### config.mk
export PLATFORM = sky130hd
export DESIGN_NAME = controlador_contador
export DESIGN_NICKNAME = d
export VERILOG_FILES = /design/src/rtl/controlador_contador.sv
export SDC_FILE = /design/constraint.sdc
export NUM_CORES = 1
export LEC_CHECK = 0
export ABC_AREA = 1
export CORE_MARGIN = 2
export CORE_UTILIZATION = 50
export DETAILED_ROUTE_END_ITERATION = 7
export PLACE_DENSITY = 0.81
export SYNTH_ARGS = -nofsm -noshare
export SYNTH_HDL_FRONTEND = slang
export SYNTH_SLANG_ARGS = --single-unit
### constraint.sdc
create_clock -name i_clk -period 3.9 [get_ports i_clk]
set_clock_uncertainty 0.05 [all_clocks]
set_input_delay 0.585 -clock i_clk [delete_from_list [all_inputs] [get_ports i_clk]]
set_output_delay 0.585 -clock i_clk [all_outputs]
set_load 0.02 [all_outputs]
### src/rtl/controlador_contador.sv
// Count sequencer: runs a prescaled counter from 0 up to a latched limit,
// with pause, abort, one-shot and auto-reload modes.
module controlador_contador #(
    parameter int unsigned ANCHO     = 4,
    parameter int unsigned PRESCALER = 1
) (
    input  logic             i_clk,
    input  logic             i_rst,
    input  logic             i_inicio,
    input  logic             i_pausa,
    input  logic             i_parar,
    input  logic             i_continuo,
    input  logic [ANCHO-1:0] i_limite,
    output logic [ANCHO-1:0] o_cuenta,
    output logic             o_fin,
    output logic             o_ocupado,
    output logic [1:0]       o_estado
);

    localparam int unsigned PW = $clog2(PRESCALER) + 1;
    localparam logic [PW-1:0] PRESC_MAX = PW'(PRESCALER - 1);

    typedef enum logic [1:0] {
        REPOSO    = 2'b00,
        CONTANDO  = 2'b01,
        PAUSADO   = 2'b10,
        TERMINADO = 2'b11
    } estado_t;

    estado_t          state_q, state_d;
    logic [ANCHO-1:0] cuenta_q, cuenta_d;
    logic [ANCHO-1:0] limite_q, limite_d;
    logic             continuo_q, continuo_d;
    logic [PW-1:0]    presc_q, presc_d;
    logic             fin_q, fin_d;
    logic             tick_c;

    // State and datapath registers
    always_ff @(posedge i_clk) begin
        if (i_rst) begin
            state_q    <= REPOSO;
            cuenta_q   <= '0;
            limite_q   <= '0;
            continuo_q <= 1'b0;
            presc_q    <= '0;
            fin_q      <= 1'b0;
        end else begin
            state_q    <= state_d;
            cuenta_q   <= cuenta_d;
            limite_q   <= limite_d;
            continuo_q <= continuo_d;
            presc_q    <= presc_d;
            fin_q      <= fin_d;
        end
    end

    assign tick_c = (state_q == CONTANDO) && (presc_q == PRESC_MAX) && !i_pausa;

    // Next-state and datapath update; abort outranks everything but reset
    always_comb begin
        state_d    = state_q;
        cuenta_d   = cuenta_q;
        limite_d   = limite_q;
        continuo_d = continuo_q;
        presc_d    = presc_q;
        fin_d      = 1'b0;

        if (i_parar && (state_q != REPOSO)) begin
            state_d  = REPOSO;
            cuenta_d = '0;
            presc_d  = '0;
        end else begin
            case (state_q)
                REPOSO, TERMINADO: begin
                    if (state_q == REPOSO) begin
                        cuenta_d = '0;
                    end
                    if (i_inicio) begin
                        limite_d   = i_limite;
                        continuo_d = i_continuo;
                        cuenta_d   = '0;
                        presc_d    = '0;
                        state_d    = CONTANDO;
                    end
                end
                CONTANDO: begin
                    if (i_pausa) begin
                        state_d = PAUSADO;
                    end else if (tick_c) begin
                        presc_d = '0;
                        if (cuenta_q != limite_q) begin
                            cuenta_d = cuenta_q + 1'b1;
                        end else if (continuo_q) begin
                            cuenta_d = '0;
                            fin_d    = 1'b1;
                        end else begin
                            fin_d   = 1'b1;
                            state_d = TERMINADO;
                        end
                    end else begin
                        presc_d = presc_q + 1'b1;
                    end
                end
                PAUSADO: begin
                    if (!i_pausa) begin
                        state_d = CONTANDO;
                    end
                end
                default: state_d = REPOSO;
            endcase
        end
    end

    assign o_cuenta  = cuenta_q;
    assign o_fin     = fin_q;
    assign o_estado  = state_q;
    assign o_ocupado = (state_q == CONTANDO) || (state_q == PAUSADO);

endmodule

==> flow_metrics.tcl <==
set metrics [dict create \
    syn-instance-count 109 \
    grt_pass1_wl_um 2530 \
    worstHoldStart "limite_q[0]" \
    tightest_slew_ns 0.322 \
    ys_top_cells_by_area "dfxtp_1 (35%), nand2_1 (15%), inv_1 (9.2%), a21oi_1 (7.5%), ha_1 (6.8%)" \
    hold_violations 0 \
    io_buffers 17 \
    min_to "limite_q[0]" \
    path_class "register to output port" \
    dieArea_um2 1800 \
    met2_usage_pct 28.6 \
    fillers 114 \
    initial_utilization_pct 55.3 \
    max_cap_viol_count 0 \
    min_path_cells 2 \
    hold-worst-slack_ns 0.425 \
    crit_fanout 3 \
    synth_area_leader_cell "dfxtp_1" \
    ant_nets 0 \
    core_um2 1330 \
    postCtsHoldBufs 0 \
    n_antenna_cell 0 \
    yosys_warnings 0 \
    place_area_um2 927 \
    synth-seq-area-share_pct 35.3 \
    fp-row-count 13 \
    vdd_drop_max_v 0.000538 \
    worstRegToRegCells 9 \
    cts_setup_buffers 0 \
    crit_arrival_ns 1.64 \
    grt_pass1_vias 605 \
    grt.overflow.total 0 \
    busiest_layer "met2" \
    cts_buffers 3 \
    fin_util_pct 71.5 \
    clock_sinks 13 \
    dr.pass1.iters 4 \
    vias_per_cell 4.85 \
    dp_hpwl_um 1230 \
    finalInstanceArea_um2 953 \
    synthDistinctLibCells 19 \
    fin_setup_tns_ns 0 \
    rr_endpoint "o_cuenta[1]" \
    drive_gt1_share_pct 8.46 \
    clkTransAtPathRegs_ns 0.09 \
    status "complete, no violations" \
    max_freq_ghz 0.439 \
    maxSlewViolCount 0 \
    period_share_pct 58.5 \
    syn_avg_cell_area_um2 6.77 \
    grt_use_met3_pct 2.59 \
    synth_top_area_share_pct 35.3 \
    wl_um 1530 \
    setup_viol 0 \
    pin_count 18 \
    cts.path.max_buffers 2 \
    wl_per_cell_um 10.5 \
    die_w_um 42.4 \
    period_minus_slack_ns 2.28 \
    p_leak_nw 0.436 \
    grt_max_degree 11 \
    grt_use_total_pct 18.9 \
    multi_input_area_um2 403 \
    relSlewSlack_pct 78.4 \
    area_growth_pct 29.2 \
    h-tree-depth 1 \
    use_met1_pct 25.3 \
    place.gp.congestion 0.812 \
    ys_seq_elements 13 \
    nNetsFinal 145 \
    crit_path_end_kind "output port" \
    rr_startpoint "o_estado[0]" \
    clk_latency_ns 0.28 \
    via_count 703 \
    cts-root-buf "clkbuf_4" \
    hold_class "register to register" \
    seq_area_um2 260 \
    crit_required_ns 3.26 \
    fp.dieH_um 42.4 \
    antenna_found_initial 0 \
    synth_nets 123 \
    netlist_area_um2 738 \
    cts_tree "done" \
    cp-start-kind "register" \
    drc 0 \
    pwr_density_cell_nw_per_um2 819 \
    p_total_mw 0.781 \
    rsz0062_at_grt "no" \
    drtIter0Drc 22 \
    regToRegSetupSlack_ns 2.22 \
    postCtsResizedCells 0 \
]
## worst max path at each step
stage                      startpoint  slack [ns]  depth (start not counted)           to
after floorplan           o_estado[0]        2.07                          9  o_cuenta[0]
after global placement    o_estado[0]        1.96                          3    o_ocupado
after detailed placement  o_estado[0]        1.92                          3    o_ocupado
after CTS                 o_estado[0]        1.61                          3    o_ocupado
after global routing      o_estado[0]        1.53                          3    o_ocupado
final                     o_estado[0]        1.62                          3    o_ocupado
## logic make-up after synthesis
logic type,count (synthesis),share of synthesized area (%)
simple gates,51,30.8
xor+xnor,1,1.19
flops,13,35.3
buf+inv,20,10.2
compound gates,20,15.8
fa+ha+maj,4,6.78
## metal layers
metal  up-vias  routed length, um  part of all wire [%]
met3         4                 82                   5.4
met2        23                656                    43
met1       292                752                    49
met5         -                  0                     0
met4         0                 34                   2.2
li1        384                  -                     -
## cells in the mapped netlist (all sizes together)
library cell,count
nand2,32
inv,20
dfxtp,13
a21oi,12
nor2,9
nand3,7
o21ai,6
ha,4
nor3,2
a211oi,1
o31ai,1
or2,1
xor2,1
## registers in the layout, indices dropped and copies added, names as in the netlist
register    flops
presc_q         1
o_fin           1
limite_q        4
o_cuenta        4
o_estado        2
continuo_q      1
## power by group
| group | leakage (nW) | internal, mW | switching [mW] |
|---|---|---|---|
| Combinational | 0.314 | 0.192 | 0.305 |
| Sequential | 0.107 | 0.173 | 0.0263 |
| Clock | 0.0150 | 0.0396 | 0.0454 |
## placed cells by master (no fill, tap or decap), drive strengths merged
cell,instances
a211oi,1
a21oi,12
clkbuf,4
clkdlybuf4s50,17
dfxtp,13
ha,4
inv,20
nand2,32
nand3,7
nor2,9
nor3,2
o21ai,6
o31ai,1
or2,1
xor2,1
## critical path, cell delays in order, from the launching register on
cell and delay [ns]:
dfxtp_1 0.36, inv_1 0.09, ha_1 0.31, clkdlybuf4s50_1 0.60
## area by class of cell
cell class / instances / area share (%)
tap: 15 / 1.97
clock buffer: 4 / 2.76
sequential: 13 / 27.3
multi-input combinational: 76 / 42.3
timing repair buffer: 17 / 17.8
inverter: 20 / 7.87
## per-stage QoR
stage	worst slack [ns]	instances
finish	1.62	145
global route	1.53	145
detailed placement	1.92	141
CTS	1.61	145
global placement	1.96	141
floorplan	2.07	109
Note: power is estimated with default switching activity, not from simulation.
